File: src/rtl/ctrl_pkg.sv
// Shared encodings for the accumulator control unit: FSM states, opcodes, ALU and mux selects.
package ctrl_pkg;

    typedef enum logic [3:0] {
        ST_F    = 4'd0,
        ST_D    = 4'd1,
        ST_OP1  = 4'd2,
        ST_OP2  = 4'd3,
        ST_WC   = 4'd4,
        ST_GA   = 4'd5,
        ST_WB   = 4'd6,
        ST_OA   = 4'd7,
        ST_BR   = 4'd8,
        ST_COU  = 4'd9,
        ST_HALT = 4'd10
    } state_t;

    localparam logic [2:0] OP_SUM = 3'b000;
    localparam logic [2:0] OP_RES = 3'b001;
    localparam logic [2:0] OP_MOV = 3'b010;
    localparam logic [2:0] OP_OUT = 3'b011;
    localparam logic [2:0] OP_AND = 3'b100;
    localparam logic [2:0] OP_OR  = 3'b101;
    localparam logic [2:0] OP_JZ  = 3'b110;
    localparam logic [2:0] OP_HLT = 3'b111;

    localparam logic [1:0] ALU_ADD = 2'b00;
    localparam logic [1:0] ALU_SUB = 2'b01;
    localparam logic [1:0] ALU_AND = 2'b10;
    localparam logic [1:0] ALU_OR  = 2'b11;

    localparam logic [1:0] MUX_NONE = 2'b00;
    localparam logic [1:0] MUX_OP1  = 2'b01;
    localparam logic [1:0] MUX_OP2  = 2'b10;
    localparam logic [1:0] MUX_WR   = 2'b11;

    function automatic logic [1:0] alu_sel(input logic [2:0] op);
        case (op)
            OP_RES:  return ALU_SUB;
            OP_AND:  return ALU_AND;
            OP_OR:   return ALU_OR;
            default: return ALU_ADD;
        endcase
    endfunction

endpackage

File: src/rtl/ctrl_decode.sv
// Moore output decode of the control FSM; combinational, zero latency.
// Only enir (mem_ready) and ldpc (zero) see inputs other than state/op_q.
module ctrl_decode
    import ctrl_pkg::*;
#(
    parameter int OPW = 3
) (
    input  state_t         state,
    input  logic [OPW-1:0] op_q,
    input  logic           mem_ready,
    input  logic           zero,
    input  logic           illegal_q,
    output logic           enmem,
    output logic           enir,
    output logic           enrop1,
    output logic           enrop2,
    output logic           enrio,
    output logic           enpc,
    output logic           ldpc,
    output logic [1:0]     seloper,
    output logic [1:0]     selmux,
    output logic           halted,
    output logic           illegal
);

    logic [1:0] alu_op;

    // An illegal op never reaches OP2/WC; the qualifier keeps the ALU select at add regardless.
    assign alu_op = (|(op_q >> 3)) ? ALU_ADD : alu_sel(op_q[2:0]);

    always_comb begin
        enmem   = 1'b0;
        enir    = 1'b0;
        enrop1  = 1'b0;
        enrop2  = 1'b0;
        enrio   = 1'b0;
        enpc    = 1'b0;
        ldpc    = 1'b0;
        seloper = ALU_ADD;
        selmux  = MUX_NONE;
        halted  = 1'b0;
        illegal = 1'b0;
        case (state)
            ST_F:    enir = mem_ready;
            ST_OP1:  begin enrop1 = 1'b1; selmux = MUX_OP1; end
            ST_OP2:  begin enrop2 = 1'b1; selmux = MUX_OP2; seloper = alu_op; end
            ST_WC:   begin enmem  = 1'b1; selmux = MUX_WR;  seloper = alu_op; end
            ST_GA:   begin enrop1 = 1'b1; selmux = MUX_OP1; end
            ST_WB:   begin enmem  = 1'b1; selmux = MUX_OP2; end
            ST_OA:   begin enrio  = 1'b1; selmux = MUX_OP1; end
            ST_BR:   ldpc = zero;
            ST_COU:  begin enpc = 1'b1; illegal = illegal_q; end
            ST_HALT: halted = 1'b1;
            default: ;
        endcase
    end

endmodule

File: src/rtl/ctrl_unit_v2.sv
// Multi-cycle accumulator controller: state register, latched opcode and illegal flag, next-state logic.
// Instructions take 3-6 cycles plus one per mem_ready-low cycle in F/WC/WB; outputs forced low during reset.
module ctrl_unit_v2
    import ctrl_pkg::*;
#(
    parameter int OPW    = 3,
    parameter bit MEM_HS = 1'b1
) (
    input  logic           clk,
    input  logic           rst_n,
    input  logic [OPW-1:0] opcode,
    input  logic           zero,
    input  logic           mem_ready,
    output logic           enmem,
    output logic           enir,
    output logic           enrop1,
    output logic           enrop2,
    output logic           enrio,
    output logic           enpc,
    output logic           ldpc,
    output logic [1:0]     seloper,
    output logic [1:0]     selmux,
    output logic           halted,
    output logic           illegal
);

    state_t         state;
    logic [OPW-1:0] op_q;
    logic           illegal_q;
    logic           mem_ok;
    logic           op_bad;

    logic       d_enmem, d_enir, d_enrop1, d_enrop2, d_enrio, d_enpc, d_ldpc;
    logic       d_halted, d_illegal;
    logic [1:0] d_seloper, d_selmux;

    assign mem_ok = MEM_HS ? mem_ready : 1'b1;
    assign op_bad = |(opcode >> 3);

    always_ff @(posedge clk or negedge rst_n) begin
        if (!rst_n) begin
            state     <= ST_F;
            op_q      <= '0;
            illegal_q <= 1'b0;
        end else begin
            case (state)
                ST_F:   if (mem_ok) state <= ST_D;
                ST_D: begin
                    op_q <= opcode;
                    if (op_bad) begin
                        state     <= ST_COU;
                        illegal_q <= 1'b1;
                    end else begin
                        case (opcode[2:0])
                            OP_MOV:  state <= ST_GA;
                            OP_OUT:  state <= ST_OA;
                            OP_JZ:   state <= ST_BR;
                            OP_HLT:  state <= ST_HALT;
                            default: state <= ST_OP1;
                        endcase
                    end
                end
                ST_OP1: state <= ST_OP2;
                ST_OP2: state <= ST_WC;
                ST_WC:  if (mem_ok) state <= ST_COU;
                ST_GA:  state <= ST_WB;
                ST_WB:  if (mem_ok) state <= ST_COU;
                ST_OA:  state <= ST_COU;
                ST_BR:  state <= zero ? ST_F : ST_COU;
                ST_COU: begin
                    state     <= ST_F;
                    illegal_q <= 1'b0;
                end
                ST_HALT: state <= ST_HALT;
                default: state <= ST_F;
            endcase
        end
    end

    ctrl_decode #(.OPW(OPW)) u_decode (
        .state     (state),
        .op_q      (op_q),
        .mem_ready (mem_ok),
        .zero      (zero),
        .illegal_q (illegal_q),
        .enmem     (d_enmem),
        .enir      (d_enir),
        .enrop1    (d_enrop1),
        .enrop2    (d_enrop2),
        .enrio     (d_enrio),
        .enpc      (d_enpc),
        .ldpc      (d_ldpc),
        .seloper   (d_seloper),
        .selmux    (d_selmux),
        .halted    (d_halted),
        .illegal   (d_illegal)
    );

    // State already sits in F during reset, so enir must be masked explicitly.
    assign enmem   = rst_n & d_enmem;
    assign enir    = rst_n & d_enir;
    assign enrop1  = rst_n & d_enrop1;
    assign enrop2  = rst_n & d_enrop2;
    assign enrio   = rst_n & d_enrio;
    assign enpc    = rst_n & d_enpc;
    assign ldpc    = rst_n & d_ldpc;
    assign halted  = rst_n & d_halted;
    assign illegal = rst_n & d_illegal;
    assign seloper = rst_n ? d_seloper : 2'b00;
    assign selmux  = rst_n ? d_selmux  : 2'b00;

endmodule

File: config.mk
export PLATFORM = sky130hd
export DESIGN_NAME = ctrl_unit_v2
export DESIGN_NICKNAME = d
export VERILOG_FILES = /design/src/rtl/ctrl_pkg.sv /design/src/rtl/ctrl_decode.sv /design/src/rtl/ctrl_unit_v2.sv
export SDC_FILE = /design/constraint.sdc
export NUM_CORES = 1
export LEC_CHECK = 0
export ABC_AREA = 1
export CORE_MARGIN = 5
export CORE_UTILIZATION = 40
export CTS_CLUSTER_DIAMETER = 60
export DETAILED_ROUTE_END_ITERATION = 12
export GPL_TIMING_DRIVEN = 0
export PLACE_DENSITY = 0.77
export SYNTH_ARGS = -nofsm -noshare
export SYNTH_HDL_FRONTEND = slang
export SYNTH_SLANG_ARGS = --single-unit
File: constraint.sdc
create_clock -name clk -period 1.55 [get_ports clk]
set_input_delay 0.465 -clock clk [delete_from_list [all_inputs] [get_ports clk]]
set_output_delay 0.465 -clock clk [all_outputs]
set_load 0.1 [all_outputs]
==> reports/qor.csv <==
stage,metric,value,unit
timing,Tmin final,1.945,ns
grt,vias in the first global route,656,
timing,"Slew Viols, Final",0,
timing,period utilization,1.255,
floorplan,Die Span X,46.46,um
yosys,syn_nets,93,
routing,first-pass detailed-route iteration total,4,
timing,RSZ-0062 raised after global routing,yes,
yosys,register area share after synthesis,0.3294,
routing,routed len/inst,17.43,um
hold_path,hold crit path type,primary input to async pin,
routing,Antenna Nets Post-Route,0,
yosys,synth warn,0,
timing,f_max,0.5140,GHz
cells_and_area,"commonest cells after routing, fill and taps aside","nand2_1, buf_4, buf_12",
cells_and_area,register area,180.2,um2
yosys,Post-Syn Area per Cell,6.183,um2
power,Tot Pwr,2.328,mW
clock_tree,clock buffer depth,2,
worst_setup_path,CP top delay family,buffers and inverters,
worst_setup_path,Crit path arrival time,1.48,ns
worst_setup_path,critical path's largest stage delay,0.54,ns
cells_and_area,Area Overhead vs Synth,120.2,%
grt,first-pass GRT wire length,2884,um
worst_setup_path,critical path's slowest cell,clkdlybuf4s50_1,
timing,Final Hold Vio Count,0,
power,maximum VDD drop,0.001269,V
cells_and_area,Final #Nets,127,
cells_and_area,fillers,44,
worst_setup_path,crit end category,output port,
worst_setup_path,crit path cell chain,"clkdlybuf4s50_1, nand3_1, nor2_4, buf_12",
grt,initial antenna violation count,0,
grt,gr ovfl total,0,
cells_and_area,Antenna diodes,0,
yosys,Cells after Synth,86,
clock_tree,Root Buffer,clkbuf_4,
worst_setup_path,worst-path fanout max,2,
floorplan,initial cell density of the core,0.4138,
power,Leak Pwr,0.5238,nW
routing,Routed Wire Length,2335,um
routing,First DRT Iteration DRCs,37,
run_status,violated checks,setup timing,
yosys,Yosys top cell by area,dfrtp_1,
worst_setup_path,Critical Path RT,1.08,ns
worst_setup_path,WP buf/inv,2,
routing,vias per cell,5.545,
grt,largest net degree at the start of global routing,11,
timing,clk_skew,0.01398,ns
place,routability congestion estimate,0.8541,
yosys,Synth cell types,19,
floorplan,DIE HEIGHT,46.46,um
clock_tree,"Clk Latency, worst-skew pair",0.25,ns
floorplan,Cell Rows,13,
yosys,top cell type's share of synthesized area,0.3294,
clock_tree,H-tree level count,1,
power,pwr dens,1988,nW/um2
worst_setup_path,crit start category,primary input,
clock_tree,total CTS buffers,3,
clock_tree,CTS tree,done,
yosys,Syn Std Cell Area,531.8,um2
routing,DRC viols,0,
cells_and_area,share of cells above drive strength 1,0.5798,
clock_tree,hold buffer count at cts,0,
floorplan,Placeable Area,1285,um2
routing,Vias,743,
place,Setup WS pre-CTS,-1.871,ns
clock_tree,number of clock sinks,7,
cells_and_area,footprint of the multi-input gates,483.0,um2
timing,post-route setup slack,-0.3955,ns
run_status,outcome,"complete, but fails checks",
timing,# setup viols final,12,
place,port buffer count,18,
worst_setup_path,CP Class,primary input to output port,
grt,GRT Overall Usage,0.1882,
cells_and_area,"leading cell type in the layout, fill and taps excluded",nand2_1,
floorplan,Ports,20,
run,Max Cap Violations,0,
place,dpl hpwl,1196,um
floorplan,die area,2159,um2
clock_tree,"Clk pin slew, worst setup/hold paths",0.07,ns
yosys,register bit total from synthesis,7,
yosys,synth top area cells,"dfrtp_1, nand2_1, nor2_1",
==> kinds of logic (layout without fill, tap and decap cells) <==
group / after synthesis / after routing / synth area share
AO/OA/AOI/OAI: 10 / 10 / 0.1059
buffers and inverters: 16 / 49 / 0.1200
flip-flops: 7 / 7 / 0.3294
other: 1 / 1 / 0.007052
AND/OR/NAND/NOR: 52 / 52 / 0.4376
==> worst paths after layout <==
check | to | cells after the start | startpoint | slack [ns]
hold / removal | op_q[0] | 1 | rst_n | 0.07
max in group asynchronous | state[0] | 1 | rst_n | 1.27
min in group clk | op_q[2] | 2 | op_q[2] | 0.52
setup reg to reg | state[0] | 7 | state[1] | 0.20
setup / recovery | ldpc | 4 | zero | -0.40
hold reg to reg | op_q[2] | 2 | op_q[2] | 0.52
==> cell type report <==
cell class	count	share of cell area
sequential	7	0.1538
clock inverter	1	0.004274
clock buffer	3	0.01923
buffer	1	0.006410
tap	15	0.01603
inverter	15	0.06517
multi-input combinational	63	0.4124
timing repair buffer	29	0.3227
==> state kept, by name, indices dropped and copies added, names as in the netlist <==
signal,flops
op_q,3
state,4
==> per-layer routing <==
layer	global-route usage	wire length, um
met4	0.03409	81
met5	0	0
met3	0.03516	133
met2	0.3324	1218
met1	0.2364	900
==> through the flow <==
step	cells	hold slack [ns]	area, um2	util	TNS [ns]
floorplan	86	0.1694	664.4	-	-3.805
global placement	119	0.4576	863.3	0.6719	-20.95
detailed placement	119	0.4617	863.3	0.6719	-21.43
CTS	129	0.08427	1060	0.8247	-3.938
global route	134	0.05634	1171	0.9114	-4.951
finish	134	0.07440	1171	0.9114	-4.168
==> synthesized netlist by cell type <==
cell      number
nand2_1       21
nor2_1        14
inv_1         13
dfrtp_1        7
nand3_1        7
a21oi_1        5
nand2_2        3
o21ai_0        3
nor2_2         2
nor4_1         2
a21oi_2        1
buf_4          1
clkinv_1       1
conb_1         1
inv_2          1
nand4_1        1
nor2_4         1
nor3_1         1
o211ai_1       1
==> repair_timing <==
item | 4_1_cts | 5_1_grt
setup buffers | 6 | 5
endpoints found under the setup margin | 12 | 12
gates cloned | 0 | 0
gates resized for setup | 120 | 17
pin swaps | 3 | 12
==> report_power, final <==
| group | leakage [nW] | internal (mW) | total (mW) | switching, mW |
|---|---|---|---|---|
| Combinational | 0.424 | 0.633 | 1.75 | 1.12 |
| Clock | 0.0177 | 0.0945 | 0.169 | 0.0744 |
| Sequential | 0.0826 | 0.277 | 0.411 | 0.134 |
No activity file was read; power rests on OpenSTA's default activity.
